**config.mk**
```make
export PLATFORM = sky130hd
export DESIGN_NAME = afifo_pingpong_ctrl
export DESIGN_NICKNAME = d
export VERILOG_FILES = /design/src/rtl/afifo_pingpong_ctrl.sv
export SDC_FILE = /design/constraint.sdc
export NUM_CORES = 1
export LEC_CHECK = 0
export CORE_ASPECT_RATIO = 0.8
export CORE_MARGIN = 3
export CORE_UTILIZATION = 49
export CTS_CLUSTER_DIAMETER = 50
export DETAILED_ROUTE_END_ITERATION = 16
export GPL_ROUTABILITY_DRIVEN = 0
export HOLD_SLACK_MARGIN = 0.12
export PLACE_DENSITY = 0.84
export SLEW_MARGIN = 20
export SYNTH_ARGS = -nofsm -noshare
export SYNTH_HDL_FRONTEND = slang
export SYNTH_SLANG_ARGS = --single-unit
```
**constraint.sdc**
```tcl
create_clock -name clk -period 2.6 [get_ports clk]
set_input_delay 0.26 -clock clk [delete_from_list [all_inputs] [get_ports clk]]
set_output_delay 0.26 -clock clk [all_outputs]
set_load 0.05 [all_outputs]
```
**src/rtl/afifo_pingpong_ctrl.sv**
```systemverilog
// Ping-pong sequencer for the double-buffered activation FIFO pair of one PE column.
// Chooses the compute FIFO, issues its reads and counts fills of the shadow FIFO.
module afifo_pingpong_ctrl #(
    parameter int NB_DATA = 8,
    parameter int LEN_W   = 4,
    parameter int TILE_W  = 8
) (
    input  logic              clk,
    input  logic              rst,
    input  logic              start,
    input  logic [TILE_W-1:0] num_tiles,
    input  logic [LEN_W-1:0]  tile_len,
    input  logic              shadow_write_in,
    input  logic              compute_empty,
    input  logic              consumer_ready,
    output logic              which_afifo,
    output logic              compute_read,
    output logic              read_delay_en,
    output logic [TILE_W-1:0] tile_idx,
    output logic              busy,
    output logic              done,
    output logic              err
);

    typedef enum logic [2:0] {
        S_IDLE,
        S_PRELOAD,
        S_COMPUTE,
        S_WAIT_SHADOW,
        S_SWAP,
        S_DONE
    } state_e;

    localparam logic [LEN_W:0] MAX_LEN = (LEN_W + 1)'(NB_DATA);

    state_e              state_q, state_d;
    logic [TILE_W-1:0]   num_q, num_d;
    logic [LEN_W-1:0]    len_q, len_d;
    logic [LEN_W-1:0]    rd_cnt_q, rd_cnt_d;
    logic [LEN_W-1:0]    wr_cnt_q, wr_cnt_d;
    logic [TILE_W-1:0]   tile_idx_q, tile_idx_d;
    logic                which_q, which_d;
    logic                err_q, err_d;
    logic                first_q, first_d;
    logic                busy_q, busy_d;
    logic                done_q, done_d;

    logic                rd_en;
    logic                wr_full;
    logic                last_tile;
    logic                counting_writes;

    assign wr_full         = (wr_cnt_q == len_q);
    assign last_tile       = (tile_idx_q == num_q - TILE_W'(1));
    assign counting_writes = (state_q == S_PRELOAD) || (state_q == S_COMPUTE) ||
                             (state_q == S_WAIT_SHADOW);
    assign rd_en           = (state_q == S_COMPUTE) && consumer_ready && !compute_empty &&
                             (rd_cnt_q < len_q);

    // NOTE: every signal written here gets a default first, so no path leaves a latch.
    always_comb begin
        state_d    = state_q;
        num_d      = num_q;
        len_d      = len_q;
        rd_cnt_d   = rd_cnt_q;
        wr_cnt_d   = wr_cnt_q;
        tile_idx_d = tile_idx_q;
        which_d    = which_q;
        err_d      = err_q;
        first_d    = first_q;

        if (rd_en) begin
            rd_cnt_d = rd_cnt_q + LEN_W'(1);
        end

        // Shadow fills: saturate at a full tile; overflow or a fill during the last tile is an error.
        if (shadow_write_in) begin
            if (counting_writes) begin
                if (wr_full || ((state_q == S_COMPUTE) && last_tile)) begin
                    err_d = 1'b1;
                end else begin
                    wr_cnt_d = wr_cnt_q + LEN_W'(1);
                end
            end else if (state_q == S_SWAP) begin
                err_d = 1'b1;
            end
        end

        case (state_q)
            S_IDLE: begin
                if (start) begin
                    num_d      = num_tiles;
                    len_d      = tile_len;
                    err_d      = 1'b0;
                    rd_cnt_d   = '0;
                    wr_cnt_d   = '0;
                    tile_idx_d = '0;
                    first_d    = 1'b1;
                    if ((num_tiles == '0) || (tile_len == '0)) begin
                        state_d = S_DONE;
                    end else if ({1'b0, tile_len} > MAX_LEN) begin
                        err_d   = 1'b1;
                        state_d = S_DONE;
                    end else begin
                        state_d = S_PRELOAD;
                    end
                end
            end
            S_PRELOAD: begin
                if (wr_cnt_d == len_q) begin
                    state_d = S_SWAP;
                end
            end
            S_SWAP: begin
                which_d  = !which_q;
                rd_cnt_d = '0;
                wr_cnt_d = '0;
                first_d  = 1'b0;
                if (!first_q) begin
                    tile_idx_d = tile_idx_q + TILE_W'(1);
                end
                state_d = S_COMPUTE;
            end
            S_COMPUTE: begin
                // Next-count compares let a final read and a completing fill swap directly.
                if (rd_cnt_d == len_q) begin
                    if (last_tile) begin
                        state_d = S_DONE;
                    end else if (wr_cnt_d == len_q) begin
                        state_d = S_SWAP;
                    end else begin
                        state_d = S_WAIT_SHADOW;
                    end
                end
            end
            S_WAIT_SHADOW: begin
                if (wr_cnt_d == len_q) begin
                    state_d = S_SWAP;
                end
            end
            S_DONE: begin
                state_d = S_IDLE;
            end
            default: begin
                state_d = S_IDLE;
            end
        endcase

        busy_d = (state_d != S_IDLE);
        done_d = (state_d == S_DONE);
    end

    // NOTE: sequential state uses non-blocking assignments so every flop samples pre-edge values.
    always_ff @(posedge clk or posedge rst) begin
        if (rst) begin
            state_q    <= S_IDLE;
            num_q      <= '0;
            len_q      <= '0;
            rd_cnt_q   <= '0;
            wr_cnt_q   <= '0;
            tile_idx_q <= '0;
            which_q    <= 1'b0;
            err_q      <= 1'b0;
            first_q    <= 1'b0;
            busy_q     <= 1'b0;
            done_q     <= 1'b0;
        end else begin
            state_q    <= state_d;
            num_q      <= num_d;
            len_q      <= len_d;
            rd_cnt_q   <= rd_cnt_d;
            wr_cnt_q   <= wr_cnt_d;
            tile_idx_q <= tile_idx_d;
            which_q    <= which_d;
            err_q      <= err_d;
            first_q    <= first_d;
            busy_q     <= busy_d;
            done_q     <= done_d;
        end
    end

    assign which_afifo   = which_q;
    assign compute_read  = rd_en;
    assign tile_idx      = tile_idx_q;
    assign busy          = busy_q;
    assign read_delay_en = busy_q;
    assign done          = done_q;
    assign err           = err_q;

endmodule

```
== Yosys cells after proc, flatten, opt, wreduce, memory -nomap -nowiden ==
Cells that the tools add are included.

* Bits in registers: 36
* Input bits: 18
* Output and inout bits: 14
* Word-level logic and storage cells: 76

* Add/sub/neg operators: 4
* Order comparisons: 2
* Equality and inequality tests: 11
* Mux-type cells: 29
* Reduce and logical (&&, ||, !) cells: 19

{| class="wikitable"
|+ Operators with widths
! operator !! count
|-
| two-way mux 4 bit || 6
|-
| two-way mux 3 bit || 7
|-
| two-way mux 8 bit || 2
|-
| one-hot mux 4 bit (2 select lines) || 2
|-
| one-hot mux 8 bit (2 select lines) || 1
|-
| equality test 4 bit || 3
|-
| one-hot mux 3 bit (4 select lines) || 1
|-
| two-way mux 1 bit || 9
|-
| adder 4 x 1 -> 4 bit, second input constant || 2
|-
| adder 8 x 1 -> 8 bit, second input constant || 1
|-
| equality test 8 bit || 1
|-
| zero test 8 bit || 1
|-
| subtractor 8 x 1 -> 8 bit, second input constant || 1
|-
| equality test 3 x 2 -> 1 bit, second input constant || 2
|-
| equality test 3 bit, second input constant || 2
|-
| greater-than comparator 4 bit, second input constant || 1
|-
| logical AND 1 bit || 4
|-
| zero test 4 bit || 1
|-
| logical OR 1 bit || 4
|-
| < comparator 4 bit || 1
|-
| inequality test 2 bit, second input constant || 2
|-
| AND reduction 2 bit || 2
|-
| equality test 3 x 1 -> 1 bit, second input constant || 1
|-
| zero test 3 bit || 1
|-
| other kinds (6) || 7
|}

== Logic depth before layout (Yosys ltp) ==
Gate-level depths: netlist of the first run.

* Word-level depth: 13
* Depth in mapped cells: 10
* Depth with buffers taken out: 9

== Worst setup path after synthesis of the first run ==
OpenSTA, ideal clock, no wires.

* Path type: register -> register
* Start: register state_q[2]
* End: register state_q[0]
* Library setup time: 0.087 ns
* Arrival time: 2.631 ns
* Data required time: 2.513 ns
* Slack: -0.118 ns
* Cell stages (with the launch flop): 9
* Buffers on the path: 1
* Clock period less this slack: 2.718 ns
* Cell sequence: dfrtp_1 buf_6 or3b_4 or4b_4 a21oi_4 and3_1 o221ai_2 or3_1 a22oi_1

* Elaborated cells on any way between the ends: 24
* Those cells by class: eq/ne (6); mux (9); reduce/logical (9)

{| class="wikitable"
|+ RTL lines
! element !! line !! RTL
|-
| start, declared || 36 || <nowiki>state_e state_q, state_d;</nowiki>
|-
| start signal, assigned || 168 || <nowiki>state_q <= state_d;</nowiki>
|-
| equality test 3 x 2 -> 1 bit || 57 || <nowiki>assign rd_en = (state_q == S_COMPUTE) && consumer_ready && !compute_empty &&</nowiki>
|-
| logical AND 1 bit (3 in series) || 57 ||
|-
| net compute_read || 17 || <nowiki>output logic compute_read,</nowiki>
|-
| two-way mux 4 bit || 72 || <nowiki>if (rd_en) begin</nowiki>
|-
| equality test 4 bit || 126 || <nowiki>if (rd_cnt_d == len_q) begin</nowiki>
|-
| two-way mux 3 bit || 126 ||
|-
| one-hot mux 3 bit (4 select lines) || 89 || <nowiki>case (state_q)</nowiki>
|-
| net state_d[0] || 36 ||
|}

The timed path passes the listed nets, and every way through them passes these cells.
A chain may end at the register's enable or synchronous reset.

== Worst setup path in the final report of the first run ==
* Start: register num_q[0]
* End: register state_q[0]

* Longest elaborated chain between the ends: 12
* Elaborated cells on any way between the ends: 13
* Those cells by class: add/sub (1); eq/ne (2); mux (8); reduce/logical (2)

{| class="wikitable"
|+ Ends and longest elaborated chain
! element !! line !! RTL
|-
| start, declared || 37 || <nowiki>logic [TILE_W-1:0] num_q, num_d;</nowiki>
|-
| start signal, assigned || 169 || <nowiki>num_q <= num_d;</nowiki>
|-
| subtractor 8 x 1 -> 8 bit * || 54 || <nowiki>assign last_tile = (tile_idx_q == num_q - TILE_W'(1));</nowiki>
|-
| equality test 8 bit * || 54 ||
|-
| logical AND 1 bit || 79 || <nowiki>if (wr_full || ((state_q == S_COMPUTE) && last_tile)) begin</nowiki>
|-
| logical OR 1 bit || 79 ||
|-
| two-way mux 4 bit || 79 ||
|-
| two-way mux 4 bit || 78 || <nowiki>if (counting_writes) begin</nowiki>
|-
| two-way mux 4 bit || 77 || <nowiki>if (shadow_write_in) begin</nowiki>
|-
| equality test 4 bit || 110, 129, 137 ||
|-
| two-way mux 3 bit || 129 || <nowiki>end else if (wr_cnt_d == len_q) begin</nowiki>
|-
| two-way mux 3 bit || 127 || <nowiki>if (last_tile) begin</nowiki>
|-
| two-way mux 3 bit || 126 ||
|-
| one-hot mux 3 bit (4 select lines) * || 89 ||
|-
| net state_d[0] || 36 ||
|}

The timed path passes the listed nets; every way through them passes the cells marked *.

==> flow_summary.yaml, run 1 <==
logic_synthesis:
  synthDistinctLibCells: 52
  synth_edf_count: 0
  async_flop_share_pct: 100.0
  synth_cells: 230
  ys_top_cells_by_area: "dfrtp_1, xnor2_1, xor2_1, mux2_2, ha_1"
  synth_ff_type: "dfrtp_1"
  synthTopCellsByCount: "dfrtp_1, nor2_1, nand2_1"
  yosys_warnings: 0
  syn_area_per_cell_um2: 9.678
  syn_area_um2: 2226
  post-synth-top-area-fraction_pct: 40.47
  synth_top_area_cell: "dfrtp_1"
  yosysSeqAreaShare_pct: 40.47
  ys_ff_latch: 36
  synth.most_common_cell: "dfrtp_1"
  syn_nets: 255
worst_setup_path:
  worstSetupPathType: "reg2reg"
  reg2reg_from: "num_q[0]"
  path_cells: "inv_2 -> ha_4 -> o21ba_2 -> a2111o_1 -> o2bb2ai_1 -> a2111oi_4 -> buf_4 -> inv_2 -> or3_4 -> a22oi_2"
  arrival_ps: 2750
  critical-path-max-stage-delay_ps: 410
  critPathMostFrequentCell: "inv_2"
  critPathSlowestCell: "a2111o_1"
  r2r_slack_ps: 60
  cp_top_family: "compound AO/OA/AOI/OAI gates"
  critPathLaunchType: "flop"
  cp_max_fo: 5
  cp.buffers_inverters: 3
  required_ps: 2810
  reg2regPathDepth: 10
  rr_endpoint: "state_q[0]"
  cp.depth: 10
  worst_setup_path_end_kind: "flop"
pwr:
  cellLeakagePower_nw: 1.248
  p_sw_share_pct: 45.10
  p_int_mw: 1.857
  ir_drop_mv: 0.7064
  power_density_nw_per_um2: 1149
  p_seq_share_pct: 28.5
  pwr-share-clk_pct: 12.6
  switching_power_mw: 1.525
  power_frac_comb_pct: 59.0
sta:
  slew_viol_final: 0
  finalWorstSetupSlack_ps: 60.58
  worst_pin_slew_ps: 614.6
  hold_viol: 0
  timing.fmax_mhz: 393.8
  holdWs_ps: 365.3
  relSlewSlack_pct: 58.68
  setup_viol: 0
  fin_crit_sh_pct: 97.67
  rsz0062_at_grt: "false"
  setup-tns-final_ps: 0
  finalClockSkew_ps: 14.40
  period_needed_ps: 2539
floorplanning:
  row_count: 21
  initial_utilization_pct: 51.97
  die_w_um: 81.36
  top_level_ports: 32
  die_h_um: 66.29
  fp.dieArea_um2: 5393
  design.core.area_um2: 4283
worst_hold_path:
  hold_class: "in2async"
grt:
  track_usage_pct: 23.34
  grt_overflow_total: 0
  antenna_found_initial: 0
  grt_pass1_vias: 1964
  grt_max_degree: 37
  grt_pass1_wl_um: 9577
final_layout:
  nets: 309
  fillers: 324
  final_util_pct: 68.71
  antenna_cells: 0
  register_area_um2: 900.9
  multiInputGateArea_um2: 1343
  area_growth_pct: 32.21
  drive_gt1_share_pct: 21.40
  design_area_um2: 2943
routing:
  via_per_inst: 5.769
  vias: 1973
  drtPass1Iterations: 4
  drc: 0
  wl_per_cell_um: 16.86
  wirelength_um: 5765
  ant_nets: 0
  initialDrtViolationCount: 130
placed_design:
  io_buffer_count: 31
  placed_area_um2: 2753
  place_ws_ps: -109.2
  dp_hpwl_um: 4041
clocking:
  cts.clk_slew.worst_paths_ps: 80
  cts_setup_buffers: 0
  clock_sinks: 36
  postCtsHoldBufs: 0
  clockRootBuffer: "clkbuf_8"
  cts_max_level: 2
  clk_latency_ps: 300
  numCtsBuffers: 5
  cts_tree: "built"
  clock_path_buffers: 2
run_status:
  status: "finished clean"
flow_run:
  drv_cap: 0
-- worst min-delay path, stage by stage --
cell and delay [ps]:
clkdlybuf4s50_1 390, inv_1 50, buf_4 400
-- repair_timing --
action,CTS,global route
gates resized for setup,8,12
setup endpoints to repair,5,10
pin swaps,3,2
-- kinds of logic after synthesis --
| logic type | count (synthesis) | synth area share [%] |
|---|---|---|
| adders and majority gates | 7 | 3.935 |
| muxes | 11 | 5.397 |
| xor gates and xnor gates | 29 | 11.41 |
| DFF | 36 | 40.47 |
| AOI/OAI and AO/OA | 52 | 17.03 |
| and+or+nand+nor | 77 | 18.21 |
| buffers and inverters | 18 | 3.541 |
-- layout by cell type (no fill, tap or decap), drive strengths merged, types with 4 or more instances in the layout --
cell	synthesis	routed
nor4	4	4
xor2	14	14
nand3	8	8
xnor2	15	15
buf	3	24
nand4	4	4
o21ai	14	14
and3	4	4
mux2	8	8
inv	11	11
a21oi	12	12
nand2	18	18
nor2	19	19
clkbuf	4	7
dfrtp	36	36
clkdlybuf4s50	0	30
ha	7	7
-- per-layer routing --
metal | vias to the layer above | routed length, µm | track usage [%]
met3 | 10 | 279 | 4.360
met2 | 56 | 2709 | 36.59
met5 | - | 0 | 0
met4 | 0 | 84 | 7.173
li1 | 935 | - | -
met1 | 972 | 2692 | 32.48
-- stage by stage --
step | cells | power [mW]
finish | 342 | 3.382
global route | 342 | 3.625
CTS | 342 | 3.224
detailed placement | 334 | 2.723
global placement | 334 | 2.673
floorplan | 230 | 2.139
-- cell type report --
type | count | share of cell area [%]
clock buffers | 7 | 2.934
inverters | 11 | 1.403
repair buffers | 54 | 16.75
well taps | 57 | 2.423
multi-input cells | 176 | 45.62
flip-flops and latches | 36 | 30.61
clock inverters | 1 | 0.2551
-- how the worst max path moves through the flow --
stage,slack (ps),startpoint,endpoint
after floorplan,-120,state_q[2],state_q[0]
after global placement,4,num_q[0],state_q[0]
after detailed placement,-110,num_q[0],state_q[0]
after CTS,0.5,num_q[0],state_q[0]
after global routing,3,num_q[0],state_q[0]
final,60,num_q[0],state_q[0]
-- flip-flops by register name (all words and copies together) (netlist names) --
register / cells
done: 1
state_q: 3
busy: 1
tile_idx: 8
rd_cnt_q: 4
first_q: 1
num_q: 8
err: 1
len_q: 4
which_afifo: 1
wr_cnt_q: 4
-- power by group through the flow --
stage | clock network (mW) | logic [mW] | registers, mW
after floorplan | 0 | 1.09 | 1.05
after global placement | 0 | 1.74 | 0.935
after detailed placement | 0 | 1.78 | 0.939
after CTS | 0.430 | 1.86 | 0.935
after global routing | 0.458 | 2.18 | 0.987
final | 0.425 | 1.99 | 0.963
(Power assumes the default switching activity.)
==> run 2: changes to the inputs <==
--- a/config.mk
+++ b/config.mk
@@ -8,7 +8,6 @@
 export CORE_ASPECT_RATIO = 0.8
 export CORE_MARGIN = 3
 export CORE_UTILIZATION = 49
-export CTS_CLUSTER_DIAMETER = 50
 export DETAILED_ROUTE_END_ITERATION = 16
 export GPL_ROUTABILITY_DRIVEN = 0
 export HOLD_SLACK_MARGIN = 0.12
==> results of run 2 <==
Same layout as run 1: the final DEF is identical, and so are final timing and power.
